[src/rtl/rv32i_pkg.sv]
// Shared RV32I definitions for the instruction encoder: opcode/funct3 constants,
// FSM state and instruction-format enums, and immediate range helpers.
package rv32i_pkg;

  localparam logic [6:0] OP_LOAD   = 7'b0000011;
  localparam logic [6:0] OP_FENCE  = 7'b0001111;
  localparam logic [6:0] OP_ITYPE  = 7'b0010011;
  localparam logic [6:0] OP_AUIPC  = 7'b0010111;
  localparam logic [6:0] OP_STORE  = 7'b0100011;
  localparam logic [6:0] OP_RTYPE  = 7'b0110011;
  localparam logic [6:0] OP_LUI    = 7'b0110111;
  localparam logic [6:0] OP_BRANCH = 7'b1100011;
  localparam logic [6:0] OP_JALR   = 7'b1100111;
  localparam logic [6:0] OP_JAL    = 7'b1101111;
  localparam logic [6:0] OP_SYSTEM = 7'b1110011;

  localparam logic [2:0] F3_SLL     = 3'b001;
  localparam logic [2:0] F3_SRL_SRA = 3'b101;

  typedef enum logic [1:0] {ST_IDLE, ST_STREAM, ST_HALT} state_t;

  typedef enum logic [2:0] {FMT_R, FMT_I, FMT_S, FMT_B, FMT_U, FMT_J, FMT_BAD} fmt_t;

  function automatic fmt_t fmt_of(input logic [6:0] op);
    fmt_t f;
    case (op)
      OP_RTYPE:                                    f = FMT_R;
      OP_LOAD, OP_ITYPE, OP_JALR, OP_FENCE, OP_SYSTEM: f = FMT_I;
      OP_STORE:                                    f = FMT_S;
      OP_BRANCH:                                   f = FMT_B;
      OP_LUI, OP_AUIPC:                            f = FMT_U;
      OP_JAL:                                      f = FMT_J;
      default:                                     f = FMT_BAD;
    endcase
    return f;
  endfunction

  // True when imm is the sign extension of its low n bits.
  function automatic logic fits_signed(input logic [31:0] imm, input int unsigned n);
    logic [31:0] hi;
    hi = $signed(imm) >>> (n - 1);
    return (hi == '0) || (hi == '1);
  endfunction

endpackage

[src/rtl/rv32i_inst_pack.sv]
// Combinational RV32I field packer: builds the instruction word for the opcode's
// format and flags tuples whose immediate cannot be represented.
module rv32i_inst_pack
  import rv32i_pkg::*;
(
  input  logic [6:0]  i_opcode,
  input  logic [2:0]  i_funct3,
  input  logic [6:0]  i_funct7,
  input  logic [4:0]  i_rs1_addr,
  input  logic [4:0]  i_rs2_addr,
  input  logic [4:0]  i_rd_addr,
  input  logic [31:0] i_imm,
  output logic [31:0] o_word,
  output logic        o_err
);

  fmt_t w_fmt;
  logic w_shift;

  assign w_fmt   = fmt_of(i_opcode);
  assign w_shift = (i_opcode == OP_ITYPE) && (i_funct3 == F3_SLL || i_funct3 == F3_SRL_SRA);

  always_comb begin
    o_word = '0;
    o_err  = 1'b0;
    case (w_fmt)
      FMT_R: o_word = {i_funct7, i_rs2_addr, i_rs1_addr, i_funct3, i_rd_addr, i_opcode};
      FMT_I: begin
        if (w_shift) begin
          o_word = {i_funct7, i_imm[4:0], i_rs1_addr, i_funct3, i_rd_addr, i_opcode};
          o_err  = |i_imm[31:5];
        end else begin
          o_word = {i_imm[11:0], i_rs1_addr, i_funct3, i_rd_addr, i_opcode};
          o_err  = !fits_signed(i_imm, 12);
        end
      end
      FMT_S: begin
        o_word = {i_imm[11:5], i_rs2_addr, i_rs1_addr, i_funct3, i_imm[4:0], i_opcode};
        o_err  = !fits_signed(i_imm, 12);
      end
      FMT_B: begin
        o_word = {i_imm[12], i_imm[10:5], i_rs2_addr, i_rs1_addr, i_funct3,
                  i_imm[4:1], i_imm[11], i_opcode};
        o_err  = !fits_signed(i_imm, 13) || i_imm[0];
      end
      FMT_U: begin
        o_word = {i_imm[31:12], i_rd_addr, i_opcode};
        o_err  = |i_imm[11:0];
      end
      FMT_J: begin
        o_word = {i_imm[20], i_imm[10:1], i_imm[11], i_imm[19:12], i_rd_addr, i_opcode};
        o_err  = !fits_signed(i_imm, 21) || i_imm[0];
      end
      default: o_err = 1'b1;
    endcase
  end

endmodule

[src/rtl/rv32i_encoder.sv]
// Streaming RV32I encoder: accepts field tuples, packs them into words and writes
// them to consecutive word addresses through a one-entry output register.
module rv32i_encoder
  import rv32i_pkg::*;
#(
  parameter int CNT_W = 16
) (
  input  logic             i_clk,
  input  logic             i_rst,
  input  logic             i_valid,
  output logic             o_ready,
  input  logic [6:0]       i_opcode,
  input  logic [2:0]       i_funct3,
  input  logic [6:0]       i_funct7,
  input  logic [4:0]       i_rs1_addr,
  input  logic [4:0]       i_rs2_addr,
  input  logic [4:0]       i_rd_addr,
  input  logic [31:0]      i_imm,
  input  logic             i_load_addr,
  input  logic [31:0]      i_start_addr,
  input  logic             i_clear,
  output logic             o_wr_en,
  output logic [31:0]      o_wr_addr,
  output logic [31:0]      o_wr_data,
  input  logic             i_wr_ready,
  output logic             o_err,
  output logic [6:0]       o_err_opcode,
  output logic [CNT_W-1:0] o_count,
  output state_t           o_state
);

  // Handshakes: a tuple transfers on a rising edge with i_valid && o_ready;
  // a write completes on a rising edge with o_wr_en && i_wr_ready. The output
  // word, address and o_wr_en stay unchanged until that completion.

  state_t           r_state;
  logic             r_wr_en;
  logic [31:0]      r_wr_addr;
  logic [31:0]      r_wr_data;
  logic [31:0]      r_ptr;
  logic             r_err;
  logic [6:0]       r_err_opcode;
  logic [CNT_W-1:0] r_count;

  logic [31:0] w_word;
  logic        w_pack_err;
  logic        w_ready;
  logic        w_accept;
  logic        w_wr_done;

  rv32i_inst_pack u_pack (
    .i_opcode   (i_opcode),
    .i_funct3   (i_funct3),
    .i_funct7   (i_funct7),
    .i_rs1_addr (i_rs1_addr),
    .i_rs2_addr (i_rs2_addr),
    .i_rd_addr  (i_rd_addr),
    .i_imm      (i_imm),
    .o_word     (w_word),
    .o_err      (w_pack_err)
  );

  assign w_ready   = (r_state == ST_STREAM) && !i_load_addr && (!r_wr_en || i_wr_ready);
  assign w_accept  = i_valid && w_ready;
  assign w_wr_done = r_wr_en && i_wr_ready;

  always_ff @(posedge i_clk or posedge i_rst) begin
    if (i_rst) begin
      r_state      <= ST_IDLE;
      r_wr_en      <= 1'b0;
      r_wr_addr    <= '0;
      r_wr_data    <= '0;
      r_ptr        <= '0;
      r_err        <= 1'b0;
      r_err_opcode <= '0;
      r_count      <= '0;
    end else begin
      if (w_wr_done) begin
        r_wr_en <= 1'b0;
        if (r_count != '1) r_count <= r_count + 1'b1;
      end
      if (i_clear) begin
        r_err        <= 1'b0;
        r_err_opcode <= '0;
      end
      // Clear wins over load in HALT; load never touches the pending word.
      case (r_state)
        ST_IDLE: if (i_load_addr) begin
          r_ptr   <= i_start_addr;
          r_state <= ST_STREAM;
        end
        ST_STREAM: if (i_load_addr) r_ptr <= i_start_addr;
        ST_HALT:   if (i_clear) r_state <= ST_IDLE;
        default:   r_state <= ST_IDLE;
      endcase
      if (w_accept) begin
        if (w_pack_err) begin
          r_err        <= 1'b1;
          r_err_opcode <= i_opcode;
          r_state      <= ST_HALT;
        end else begin
          r_wr_en   <= 1'b1;
          r_wr_data <= w_word;
          r_wr_addr <= r_ptr;
          r_ptr     <= r_ptr + 32'd4;
        end
      end
    end
  end

  assign o_ready      = w_ready;
  assign o_wr_en      = r_wr_en;
  assign o_wr_addr    = r_wr_addr;
  assign o_wr_data    = r_wr_data;
  assign o_err        = r_err;
  assign o_err_opcode = r_err_opcode;
  assign o_count      = r_count;
  assign o_state      = r_state;

endmodule

[config.mk]
export PLATFORM = sky130hd
export DESIGN_NAME = rv32i_encoder
export DESIGN_NICKNAME = d
export VERILOG_FILES = /design/src/rtl/rv32i_pkg.sv /design/src/rtl/rv32i_inst_pack.sv /design/src/rtl/rv32i_encoder.sv
export SDC_FILE = /design/constraint.sdc
export NUM_CORES = 1
export LEC_CHECK = 0
export CAP_MARGIN = 10
export CORE_UTILIZATION = 47
export DETAILED_ROUTE_END_ITERATION = 8
export PLACE_DENSITY = 0.76
export SYNTH_ARGS = -nofsm -noshare
export SYNTH_HDL_FRONTEND = slang
export SYNTH_SLANG_ARGS = --single-unit
[constraint.sdc]
create_clock -name i_clk -period 5.8 [get_ports i_clk]
set_clock_uncertainty 0.2 [all_clocks]
set_input_delay 0.87 -clock i_clk [delete_from_list [all_inputs] [get_ports i_clk]]
set_output_delay 0.87 -clock i_clk [all_outputs]
set_load 0.01 [all_outputs]
==> results of run 1 <==
## state kept, by name, summed over array words and instances, names as in the netlist
name and cells:
o_err 1, o_wr_en 1, o_wr_addr 32, o_state 2, o_err_opcode 7, o_count 16, r_ptr 32, o_wr_data 32
## metrics by stage
step                      power (mW)  setup slack [ps]  instances  utilization
after global routing           3.008             740.3       1058       0.6950
after detailed placement       1.798             448.3       1025       0.6480
final                          2.867              1068       1058       0.6950
after global placement         1.775             723.1       1025       0.6480
after floorplan                1.415              1459        696            -
after CTS                      2.882             856.1       1057       0.6946
## worst max-delay path, stage by stage
cell and delay (ps):
clkdlybuf4s50_1 640, nor3b_4 370, o21bai_1 240, ha_1 290, inv_1 70, a31oi_2 60
a2111oi_2 370, a211oi_1 130, nor4_4 480, and2_4 590, buf_4 360, nand4_1 120
a211oi_1 250
## how the worst max path moves through the flow
stage          cells after the start  slack, ps         end
6_report                          13       1070   r_ptr[28]
5_1_grt                           13        740   r_ptr[28]
4_1_cts                           12        860   r_ptr[31]
3_5_place_dp                      12        450   r_ptr[31]
3_3_place_gp                      12        720   r_ptr[31]
2_1_floorplan                      1       1460  o_count[0]
## placed cells by master, fill, tap and decap left out, types with 4 or more instances in the layout
| cell | count |
|---|---|
| a222oi_1 | 10 |
| nand3_1 | 31 |
| xor2_1 | 4 |
| and4_1 | 7 |
| inv_1 | 8 |
| a311oi_1 | 4 |
| o21a_1 | 7 |
| nor3_1 | 29 |
| a31oi_1 | 6 |
| nor2_1 | 45 |
| and3_1 | 18 |
| a221oi_1 | 4 |
| o22ai_1 | 4 |
| clkdlybuf4s50_1 | 193 |
| nor4_1 | 7 |
| nand4_1 | 16 |
| nand2b_1 | 13 |
| nand2_1 | 175 |
| mux2i_1 | 10 |
| dfrtp_1 | 123 |
| o21ai_0 | 14 |
| or2_2 | 4 |
| a22oi_1 | 8 |
| a21oi_1 | 10 |
| clkbuf_1 | 5 |
| buf_4 | 5 |
| xnor2_1 | 13 |
| and2_1 | 6 |
| a211oi_1 | 10 |
| o31ai_1 | 25 |
| clkbuf_16 | 17 |
## power groups by stage
stage	clock (mW)	combinational [mW]	sequential (mW)
final	1.08	0.652	1.13
after global routing	1.14	0.715	1.15
after CTS	1.09	0.656	1.13
after detailed placement	0	0.652	1.15
after global placement	0	0.638	1.14
after floorplan	0	0.244	1.17
## kinds of logic (layout without fill, tap and decap cells)
kind of cell | after synthesis | after routing | synth area share
buf+inv | 51 | 241 | 0.03682
xor+xnor | 17 | 17 | 0.02369
compound gates | 120 | 120 | 0.1445
mux | 13 | 13 | 0.02130
flops | 123 | 123 | 0.4896
fa+ha+maj | 3 | 3 | 0.005972
simple gates | 369 | 369 | 0.2781
## layout make-up
class | instances | area [sq um]
Clock buffer | 25 | 485.5
Fill cell | 998 | 3911
Timing Repair Buffer | 200 | 1994
Multi-Input combinational cell | 522 | 2992
Sequential cell | 123 | 3078
Tap cell | 172 | 215.2
Clock inverter | 7 | 112.6
Inverter | 9 | 36.28
## metal layers
metal	vias to the layer above	part of all wire	GRT usage
met5	-	0	0
met4	0	0.023	0.09936
met3	37	0.068	0.07316
met2	259	0.49	0.4640
met1	2911	0.42	0.3519
li1	2844	-	-
==> results.json, run 1 <==
{
  "via_per_inst": 5.719,
  "num_rows": 41,
  "rsz0062_at_grt": "no",
  "fin_nets": 978,
  "critPathKind": "primary input to flip-flop",
  "synth-seq-area-share": 0.4896,
  "finalHoldViolCount": 0,
  "cts_tree": "yes",
  "grt_usage": 0.2798,
  "hold_ws_ps": 268.9,
  "drv_cap": 0,
  "core_area_sq_um": 12820,
  "async_flop_share": 1.000,
  "yosys_warnings": 0,
  "initialDrtViolationCount": 577,
  "synth_edf_count": 0,
  "min_path_cells": 2,
  "r2r-end": "r_ptr[28]",
  "antenna_found_initial": 0,
  "postCtsHoldBufs": 0,
  "synth_area_sq_um": 6286,
  "switching_share": 0.2767,
  "initial_utilization": 0.4901,
  "syn_nets": 801,
  "r2r_cells": 7,
  "fin_area_sq_um": 8914,
  "synth.area.top_cells": "dfrtp_1 (49%), nand2_1 (11%), o31ai_1 (3.0%)",
  "die_area_sq_um": 13840,
  "fmax_ghz": 0.2113,
  "drc": 0,
  "r2r-start": "o_wr_en",
  "worstHoldPathType": "flip-flop to flip-flop",
  "p_sw_uw": 793.3,
  "r2r_slack_ps": 2870,
  "dpl.hpwl_microns": 13330,
  "num_antenna_cells": 0,
  "tns_ps": 0,
  "clk_pin_slew_ps": 50,
  "worst_setup_path_start_kind": "primary input",
  "synth.most_common_cell": "nand2_1",
  "cellPowerDensity_nw_per_um2": 321.7,
  "worst_pin_slew_ps": 1172,
  "grt_pass1_vias": 6092,
  "timing.final.crit_period_ps": 4733,
  "startpoint": "i_opcode[6]",
  "synth_top_flop_cell": "dfrtp_1",
  "port_buffers": 193,
  "postCtsResizedCells": 0,
  "clk_latency_ps": 420,
  "synthTopCellsByCount": "nand2_1 (176), dfrtp_1 (123), nor2_1 (45)",
  "power_frac_seq": 0.395,
  "hp-start": "o_wr_data[2]",
  "chipWidth_microns": 117.7,
  "crit_path_end_kind": "flip-flop",
  "grt_overflow": 0,
  "wl_per_cell_microns": 17.79,
  "power_leakage_nw": 3.837,
  "ir_worst_vdd_mv": 0.2137,
  "synth_top_area_share": 0.4896,
  "root_buffer": "clkbuf_16",
  "vias": 6051,
  "cts_buffers": 17,
  "cts_sinks": 123,
  "maxSlewViolCount": 0,
  "dr.pass1.iters": 5,
  "syn_inst": 696,
  "p_int_mw": 2.074,
  "required_ps": 5930,
  "dpl_cell_area_sq_um": 8310,
  "critPathArrivalTime_ps": 4860,
  "pwr-share-clk": 0.377,
  "cts_setup_buffers": 0,
  "die_h_microns": 117.7,
  "drt-total-wl_microns": 18820,
  "share_comb_of_total_power": 0.227,
  "clockBufferDepth": 2,
  "yosysTopAreaCell": "dfrtp_1",
  "path_max_fanout": 52,
  "gp_congestion": 0.8896,
  "io_pins": 194,
  "slew_headroom": 0.2149,
  "hold_path_end": "o_wr_data[2]",
  "area_growth_pct": 41.80,
  "ys_types": 60,
  "synth.avg_cell_area_sq_um": 9.032,
  "ys_ff_latch": 123,
  "ant_nets": 0,
  "setup_viol": 0,
  "grt_max_degree": 77,
  "grt_pass1_wl_microns": 30950,
  "period_share": 0.8159,
  "drive_above_1_share": 0.06546,
  "htree_levels": 4,
  "status": "finished clean"
}
Power figures use the tool's default switching activity.
==> run 2: changes to the inputs <==
Settings changed: CORE_UTILIZATION 47 to 43, PLACE_DENSITY 0.76 to 0.73.
Clock period 5.8 ns to 4.1 ns, I/O delays scaled along.
==> run 2 against run 1 <==
Clock-buffer cell count increased by 1. First-iteration DRC count increased by 15%. Total power increased by 40%. Non-clock buffer count increased by 26. Worst setup slack got worse by 680 ps. Sequential share of layout area decreased by 0.88 points. Largest power group unchanged. Design area increased by 2.6%. Sequential power increased by 42%. Critical path depth decreased by 1.
==> results.json, run 2 (synthesized netlist as in run 1, its figures left out) <==
{
  "status": "finished clean",
  "period_share": 0.9057,
  "cts_buffers": 17,
  "dr.pass1.iters": 6,
  "drc": 0,
  "num_rows": 43,
  "area_growth_pct": 45.50,
  "root_buffer": "clkbuf_16",
  "vias": 6217,
  "required_ps": 4200,
  "worst_setup_path_start_kind": "primary input",
  "worst_pin_slew_ps": 1005,
  "grt_max_degree": 82,
  "use_met2": 0.4154,
  "p_sw_mw": 1.122,
  "drive_above_1_share": 0.09430,
  "dpl.hpwl_microns": 13660,
  "io_pins": 194,
  "worstHoldPathType": "flip-flop to flip-flop",
  "ir_worst_vdd_mv": 0.2221,
  "postCtsResizedCells": 0,
  "tns_ps": 0,
  "timing.final.crit_period_ps": 3714,
  "grt_pass1_wl_microns": 29660,
  "initial_utilization": 0.4459,
  "critPathKind": "primary input to flip-flop",
  "die_area_sq_um": 15110,
  "wl_per_cell_microns": 17.03,
  "switching_share": 0.2803,
  "drv_cap": 0,
  "grt_util_met3": 0.04705,
  "clk_latency_ps": 420,
  "initialDrtViolationCount": 665,
  "fin_nets": 1004,
  "cts_sinks": 123,
  "antenna_found_initial": 0,
  "final_cell_mix": "clkdlybuf4s50_1 (193), nand2_1 (175), dfrtp_1 (123)",
  "setup_viol": 0,
  "finalHoldViolCount": 0,
  "postCtsHoldBufs": 0,
  "maxSlewViolCount": 0,
  "via_per_inst": 5.693,
  "finalPower_mw": 4.002,
  "cellPowerDensity_nw_per_um2": 437.5,
  "dp_slack_ps": -34.77,
  "register_area_sq_um": 3078,
  "busiest_layer": "met2",
  "clockBufferDepth": 2,
  "fillers": 1144,
  "die_h_microns": 122.9,
  "cts_tree": "yes",
  "grt_overflow": 0,
  "ant_nets": 0,
  "rsz0062_at_grt": "no",
  "share_comb_of_total_power": 0.237,
  "clk_pin_slew_ps": 50,
  "pwr-share-clk": 0.363,
  "drt-total-wl_microns": 18600,
  "path_max_fanout": 16,
  "fmax_ghz": 0.2693,
  "fin_ws_ps": 386.4,
  "grt_usage": 0.2554,
  "p_int_mw": 2.880,
  "power_frac_seq": 0.400,
  "cts_setup_buffers": 0,
  "chipWidth_microns": 122.9,
  "power_leakage_nw": 3.977,
  "mostFrequentLayoutCell": "clkdlybuf4s50_1",
  "port_buffers": 193,
  "critPathArrivalTime_ps": 3820,
  "core_area_sq_um": 14100,
  "fin_util": 0.6489,
  "multi_input_area_sq_um": 2992,
  "crit_path_end_kind": "flip-flop",
  "gp_congestion": 0.9123,
  "slew_headroom": 0.3299,
  "grt_pass1_vias": 5977,
  "num_antenna_cells": 0,
  "met1_usage": 0.3304,
  "htree_levels": 4
}
run 2: cell types whose count changed in the layout (fill, tap and decap cells not counted), sizes merged:
cell / before / now
clkinvlp: 1 / 0
clkinv: 3 / 5
buf: 7 / 33
clkbuf: 25 / 26
bufinv: 3 / 1
run 2: power by group through the flow:
stage / sequential [mW] / combinational [mW] / clock, mW
after global routing: 1.63 / 1.05 / 1.52
after floorplan: 1.66 / 0.346 / 0
after CTS: 1.60 / 0.952 / 1.47
final: 1.60 / 0.949 / 1.45
after global placement: 1.61 / 0.923 / 0
after detailed placement: 1.62 / 0.946 / 0
run 2: path summary, 6_finish.rpt:
| kind | start | slack (ps) | endpoint | cells after the start |
|---|---|---|---|---|
| min in group asynchronous | i_rst | 600 | o_wr_addr[20] | 2 |
| min reg2reg | o_wr_data[5] | 260 | o_wr_data[5] | 2 |
| max reg2reg | r_ptr[2] | 1110 | r_ptr[28] | 8 |
| min | o_wr_data[5] | 260 | o_wr_data[5] | 2 |
| max | i_opcode[4] | 390 | r_ptr[24] | 12 |
| max in group asynchronous | i_rst | 2310 | r_ptr[8] | 3 |
run 2: cell type report:
cell class / count / share of cell area
flip-flops and latches: 123 / 0.3365
multi-input cells: 522 / 0.3271
repair buffers: 226 / 0.2446
clock buffers: 26 / 0.05677
well taps: 180 / 0.02462
clock inverters: 6 / 0.006430
inverters: 9 / 0.003967
run 2: worst max-delay path, cell delays in order:
cell	delay, ps
clkdlybuf4s50_1	550
nor3b_4	220
o21bai_1	120
ha_1	220
inv_1	70
a31oi_2	50
a2111oi_2	360
a211oi_1	130
nor4_4	490
and2_4	360
mux2_2	370
o221a_2	250
run 2: layer usage:
metal / vias up / routed length [microns] / share of wire
met2: 270 / 9085 / 0.49
li1: 2897 / - / -
met3: 41 / 1098 / 0.059
met5: - / 0 / 0
met1: 3009 / 7820 / 0.42
met4: 0 / 590 / 0.032
run 2: per-stage QoR:
| stage | hold WS [ps] | cell area, sq um | std cells |
|---|---|---|---|
| 2_1_floorplan | 238.6 | 6286 | 696 |
| 5_1_grt | 285.4 | 9146 | 1092 |
| 3_5_place_dp | 254.4 | 8553 | 1059 |
| 3_3_place_gp | 258.6 | 8553 | 1059 |
| 4_1_cts | 266.0 | 9131 | 1091 |
| 6_report | 259.8 | 9146 | 1092 |
==> run 3: changes to the inputs <==
Settings changed: CELL_PAD_IN_SITES_DETAIL_PLACEMENT set to 0, CELL_PAD_IN_SITES_GLOBAL_PLACEMENT set to 2, CORE_UTILIZATION 43 to 25.
==> run 3 against run 2 <==
Clock power grew 12%. Worst setup slack gained 57 ps. First-iteration DRC count shrank 51%. Largest power group is now clock. Highest routed layer unchanged. Critical endpoint is now o_wr_data[30]. Via count shrank 5.0%.
==> results.json, run 3 (synthesized netlist as in run 1, its figures left out) <==
{
  "status": "finished clean",
  "grt_overflow": 0,
  "initialDrtViolationCount": 328,
  "via_per_inst": 4.767,
  "grt_usage": 0.1664,
  "critPathArrivalTime_ps": 3740,
  "dpl_cell_area_sq_um": 8766,
  "ir_worst_vdd_mv": 0.2026,
  "drv_cap": 0,
  "r2r-start": "r_ptr[2]",
  "ant_nets": 0,
  "antenna_found_initial": 0,
  "crit_path_end_kind": "flip-flop",
  "period_share": 0.8917,
  "slew_headroom": 0.4697,
  "fmax_ghz": 0.2735,
  "num_rows": 57,
  "cts_setup_buffers": 0,
  "cts_sinks": 123,
  "path_buf_inv": 3,
  "drc": 0,
  "maxSlewViolCount": 0,
  "r2r-end": "r_ptr[26]",
  "finalPower_mw": 4.184,
  "setup_viol": 0,
  "htree_levels": 4,
  "cts_buffers": 17,
  "postCtsResizedCells": 0,
  "worst_setup_path_start_kind": "primary input",
  "area_growth_pct": 49.50,
  "chipWidth_microns": 160.6,
  "critPathKind": "primary input to flip-flop",
  "worstHoldPathType": "flip-flop to flip-flop",
  "grt_max_degree": 73,
  "root_buffer": "clkbuf_16",
  "port_buffers": 193,
  "fin_area_sq_um": 9398,
  "path_max_fanout": 6,
  "min_path_cells": 2,
  "clk_latency_ps": 410,
  "slowest_delay_ps": 550,
  "tns_ps": 0,
  "die_h_microns": 160.6,
  "die_area_sq_um": 25780,
  "fillers": 2464,
  "num_antenna_cells": 0,
  "cpMaxStageDelayCell": "clkdlybuf4s50_1",
  "r2r_cells": 8,
  "gp_congestion": 0.7999,
  "cts_tree": "yes",
  "finalHoldViolCount": 0,
  "vias": 5906,
  "cellPowerDensity_nw_per_um2": 445.2,
  "mostFrequentLayoutCell": "clkdlybuf4s50_1",
  "drt-total-wl_microns": 20810,
  "startpoint": "i_opcode[3]",
  "required_ps": 4180,
  "timing.final.crit_period_ps": 3656,
  "grt_pass1_vias": 5918,
  "postCtsHoldBufs": 0,
  "dpl.hpwl_microns": 15270,
  "crit_chain": "clkdlybuf4s50_1 -> and4b_1 -> o21bai_1 -> ha_1 -> inv_1 -> a31oi_2 -> or3b_2 -> and2_1 -> and3_1 -> a222oi_1 -> buf_4 -> o31ai_1",
  "final_cell_mix": "clkdlybuf4s50_1 (193), nand2_1 (175), dfrtp_1 (123)",
  "critical_path.top_delay_family": "simple AND/OR/NAND/NOR gates",
  "clk_pin_slew_ps": 50,
  "io_pins": 194,
  "drive_above_1_share": 0.09945,
  "worst_pin_slew_ps": 789.3,
  "core_area_sq_um": 24460,
  "wl_per_cell_microns": 16.80,
  "crit_end": "o_wr_data[30]",
  "grt_pass1_wl_microns": 33580,
  "clockBufferDepth": 2,
  "power_leakage_nw": 4.006,
  "initial_utilization": 0.2570,
  "dr.pass1.iters": 6,
  "cp.depth": 12,
  "fin_nets": 1007,
  "r2r_slack_ps": 1180,
  "rsz0062_at_grt": "no"
}
-- run 3: power by group --
part	leakage [nW]	total [mW]	internal [mW]	switching (mW)
clock network	0.304	1.63	1.04	0.594
registers	1.59	1.61	1.43	0.178
logic	2.11	0.945	0.521	0.424
-- run 3: worst min path at each step --
stage / slack (ps) / from / endpoint
2_1_floorplan: 240 / r_ptr[0] / o_wr_addr[0]
3_3_place_gp: 250 / o_wr_data[6] / o_wr_data[6]
3_5_place_dp: 260 / o_wr_data[3] / o_wr_data[3]
4_1_cts: 270 / o_wr_data[5] / o_wr_data[5]
5_1_grt: 300 / o_wr_data[5] / o_wr_data[5]
6_report: 270 / o_wr_data[5] / o_wr_data[5]
-- run 3: stage by stage --
step / std cells / hold slack (ps) / worst slack (ps) / utilization
final: 1239 / 270.1 / 443.9 / 0.3842
after global routing: 1239 / 296.7 / 319.5 / 0.3842
after CTS: 1239 / 273.4 / 473.1 / 0.3842
after detailed placement: 1207 / 259.4 / 39.74 / 0.3583
after global placement: 1207 / 251.2 / 106.3 / 0.3583
after floorplan: 696 / 238.6 / 14.12 / -
-- run 3: final cells by class --
type                    count  area [sq um]  area share
multi-input cells         522          2992      0.3183
well taps                 324         405.4     0.04314
flip-flops and latches    123          3078      0.3275
clock buffers              19         442.9     0.04713
inverters                   9         38.79    0.004127
clock inverters            13         188.9     0.02010
repair buffers            229          2252      0.2396
-- run 3: tightest hold or removal path, stage by stage, from the launching register on --
cell     delay [ps]
dfrtp_1         340
nand2_1          50
nand2_1          50
-- run 3: metal layers --
| layer | up-vias | routed length [microns] | global-route usage |
|---|---|---|---|
| met5 | - | 0 | 0 |
| li1 | 2910 | - | - |
| met4 | 0 | 165 | 0.03983 |
| met3 | 12 | 1048 | 0.04055 |
| met1 | 2816 | 9986 | 0.2277 |
| met2 | 168 | 9610 | 0.2633 |
==> variant (flow settings as in run 3) <==
The parameter `CNT_W` goes from 16 to 24.
--- a/src/rtl/rv32i_encoder.sv
+++ b/src/rtl/rv32i_encoder.sv
@@ -4,5 +4,5 @@
   import rv32i_pkg::*;
 #(
-  parameter int CNT_W = 16
+  parameter int CNT_W = 24
 ) (
   input  logic             i_clk,
Ports: changed (resized o_count); port bits go from 194 to 202. The function was not compared with the original's and may differ.
==> variant against run 3 <==
The run now ends with DRC left. Synthesized area rose by 6.4%. Wire length grew 6.0%. Cell area up 4.5%. Setup slack gained 0.073 ns. Critical path depth grew 1. Non-clock buffer count grew 8. Total power grew 0.30%. Cell count is 1.5% higher. Sequential cell count rose by 8. Critical path type unchanged. Highest routed layer unchanged.
==> variant: results (changes against run 3) <==
* Number of gates resized after cts at 0 (unchanged)
* Mapped Nets at 798 (was 801)
* Arrival @ worst endpoint at 3.70 ns (was 3.74 ns)
* WHS Endpoint: r_ptr[0] (was o_wr_data[5])
* Final nets at 1,015 (was 1,007)
* Psw at 0.00126 W (was 0.00120 W)
* Metal3 WL at 1.11 mm (was 1.05 mm)
* Worst reg-to-reg setup slack at 1.20 ns (was 1.18 ns)
* Reg-to-reg endpoint: r_ptr[24] (was r_ptr[26])
* Met2 wire len at 10.4 mm (was 9.61 mm)
* Met2 usage at 25.0% (was 26.3%)
* Worst vdd ir at 0.000190 V (was 0.000203 V)
* First-pass GRT wire length at 34.0 mm (was 33.6 mm)
* H-tree levels at 4 (unchanged)
* Drt first-iter violations at 422 (was 328)
* ANT cells at 0 (unchanged)
* Period utilization at 87.4% (was 89.2%)
* Xor/xnor share of the synthesized area at 3.27% (was 2.37%)
* Clock power frac at 36.1% (was 39.0%)
* Sequential fraction of the synthesis area at 49.0% (about the same)
* Part of the power in combinational logic at 23.9% (was 22.6%)
* Vias per cell at 4.81 (was 4.77)
* Post-synth top cells: dfrtp_1 (131), nand2_1 (109), o21ai_0 (43) (was nand2_1 (176), dfrtp_1 (123), nor2_1 (45))
* Metal-1 WL at 10.3 mm (was 9.99 mm)
* Per-cell routed wire length at 17.5 µm (was 16.8 µm)
* FF-to-FF path depth at 7 (was 8)
* Largest net degree at the start of global routing at 67 (was 73)
* Vias in the first global route at 5,916 (was 5,918)
* Worst Hold Launch: r_ptr[0] (was o_wr_data[5])
* Crit Path Max Fanout at 17 (was 6)
* Final HPWL DP at 16.4 mm (was 15.3 mm)
* GR Util met1 at 22.6% (was 22.8%)
* Residual DRC at 24 (was 0)
* Filler instances at 2,667 (was 2,464)
* Post-synthesis cell type count at 62 (was 60)
* Gp weighted congestion at 0.814 (was 0.800)
* Synth top area cells: dfrtp_1 (49%), nand2_1 (6.1%), mux2_2 (3.9%) (was dfrtp_1 (49%), nand2_1 (11%), o31ai_1 (3.0%))
* Run status: complete, but fails checks (was completed)
* Share of cells above drive strength 1 at 11.5% (was 9.95%)
* Placed Area at 0.00925 mm² (was 0.00877 mm²)
* Relative slew slack at 43.6% (was 47.0%)
* Failing checks: DRC
* Mux share of post-synthesis cell area at 6.86% (was 2.13%)
* First drt pass iteration count at 8 (was 6)
* PortBufs at 201 (was 193)
* Adder-Cell Fraction of Synth Area at 0.561% (was 0.597%)
* Global-route usage over all layers at 16.2% (was 16.6%)
* Synth Area in Compound Gates at 16.1% (was 14.5%)
* Met3 Track Usage GR at 3.60% (was 4.05%)
* Leakage power at 4.07 nW (was 4.01 nW)
[variant: cell types whose count changed after synthesis, sizes merged, moves of 6 or more]
cell   change
and3       -6
dfrtp      +8
inv       +16
mux2      +20
mux2i     +10
nand2     -67
nand3     -14
nor3      -10
o21a       -6
o21ai     +30
o31ai     -11
xnor2      +6
[variant: area by class of cell]
cell class | count | share of cell area, %
clock inverters | 14 | 1.44
repair buffers | 237 | 23.6
multi-input cells | 498 | 31.9
well taps | 335 | 4.27
flip-flops and latches | 131 | 33.4
inverters | 25 | 0.994
clock buffers | 18 | 4.37
[variant: how the worst max path moves through the flow]
| stage | endpoint | cells after the start | startpoint |
|---|---|---|---|
| floorplan | r_ptr[3] | 12 | i_opcode[2] |
| global placement | r_ptr[2] | 13 | i_opcode[2] |
| detailed placement | r_ptr[29] | 14 | i_opcode[2] |
| CTS | r_ptr[29] | 13 | i_opcode[2] |
| global route | r_ptr[29] | 13 | i_opcode[2] |
| finish | r_ptr[29] | 13 | i_opcode[2] |
[variant: through the flow]
step	std cells	utilization (%)	power (W)	hold slack, ns	worst slack, ns
finish	1258	37.6	0.00420	0.273	0.517
detailed placement	1226	35.4	0.00272	0.260	0.0428
CTS	1258	37.6	0.00427	0.276	0.467
global placement	1226	35.4	0.00271	0.259	0.180
global route	1258	37.6	0.00442	0.292	0.202
floorplan	693	-	0.00211	0.242	0.550
[variant: critical path, cell delays in order]
cell,delay (ns)
clkdlybuf4s50_1,0.49
and4bb_2,0.34
nor3b_2,0.20
inv_1,0.10
ha_1,0.22
nor4_1,0.28
buf_4,0.18
o221ai_1,0.13
nand4b_1,0.22
buf_4,0.31
buf_12,0.18
mux2i_1,0.08
a221oi_1,0.33
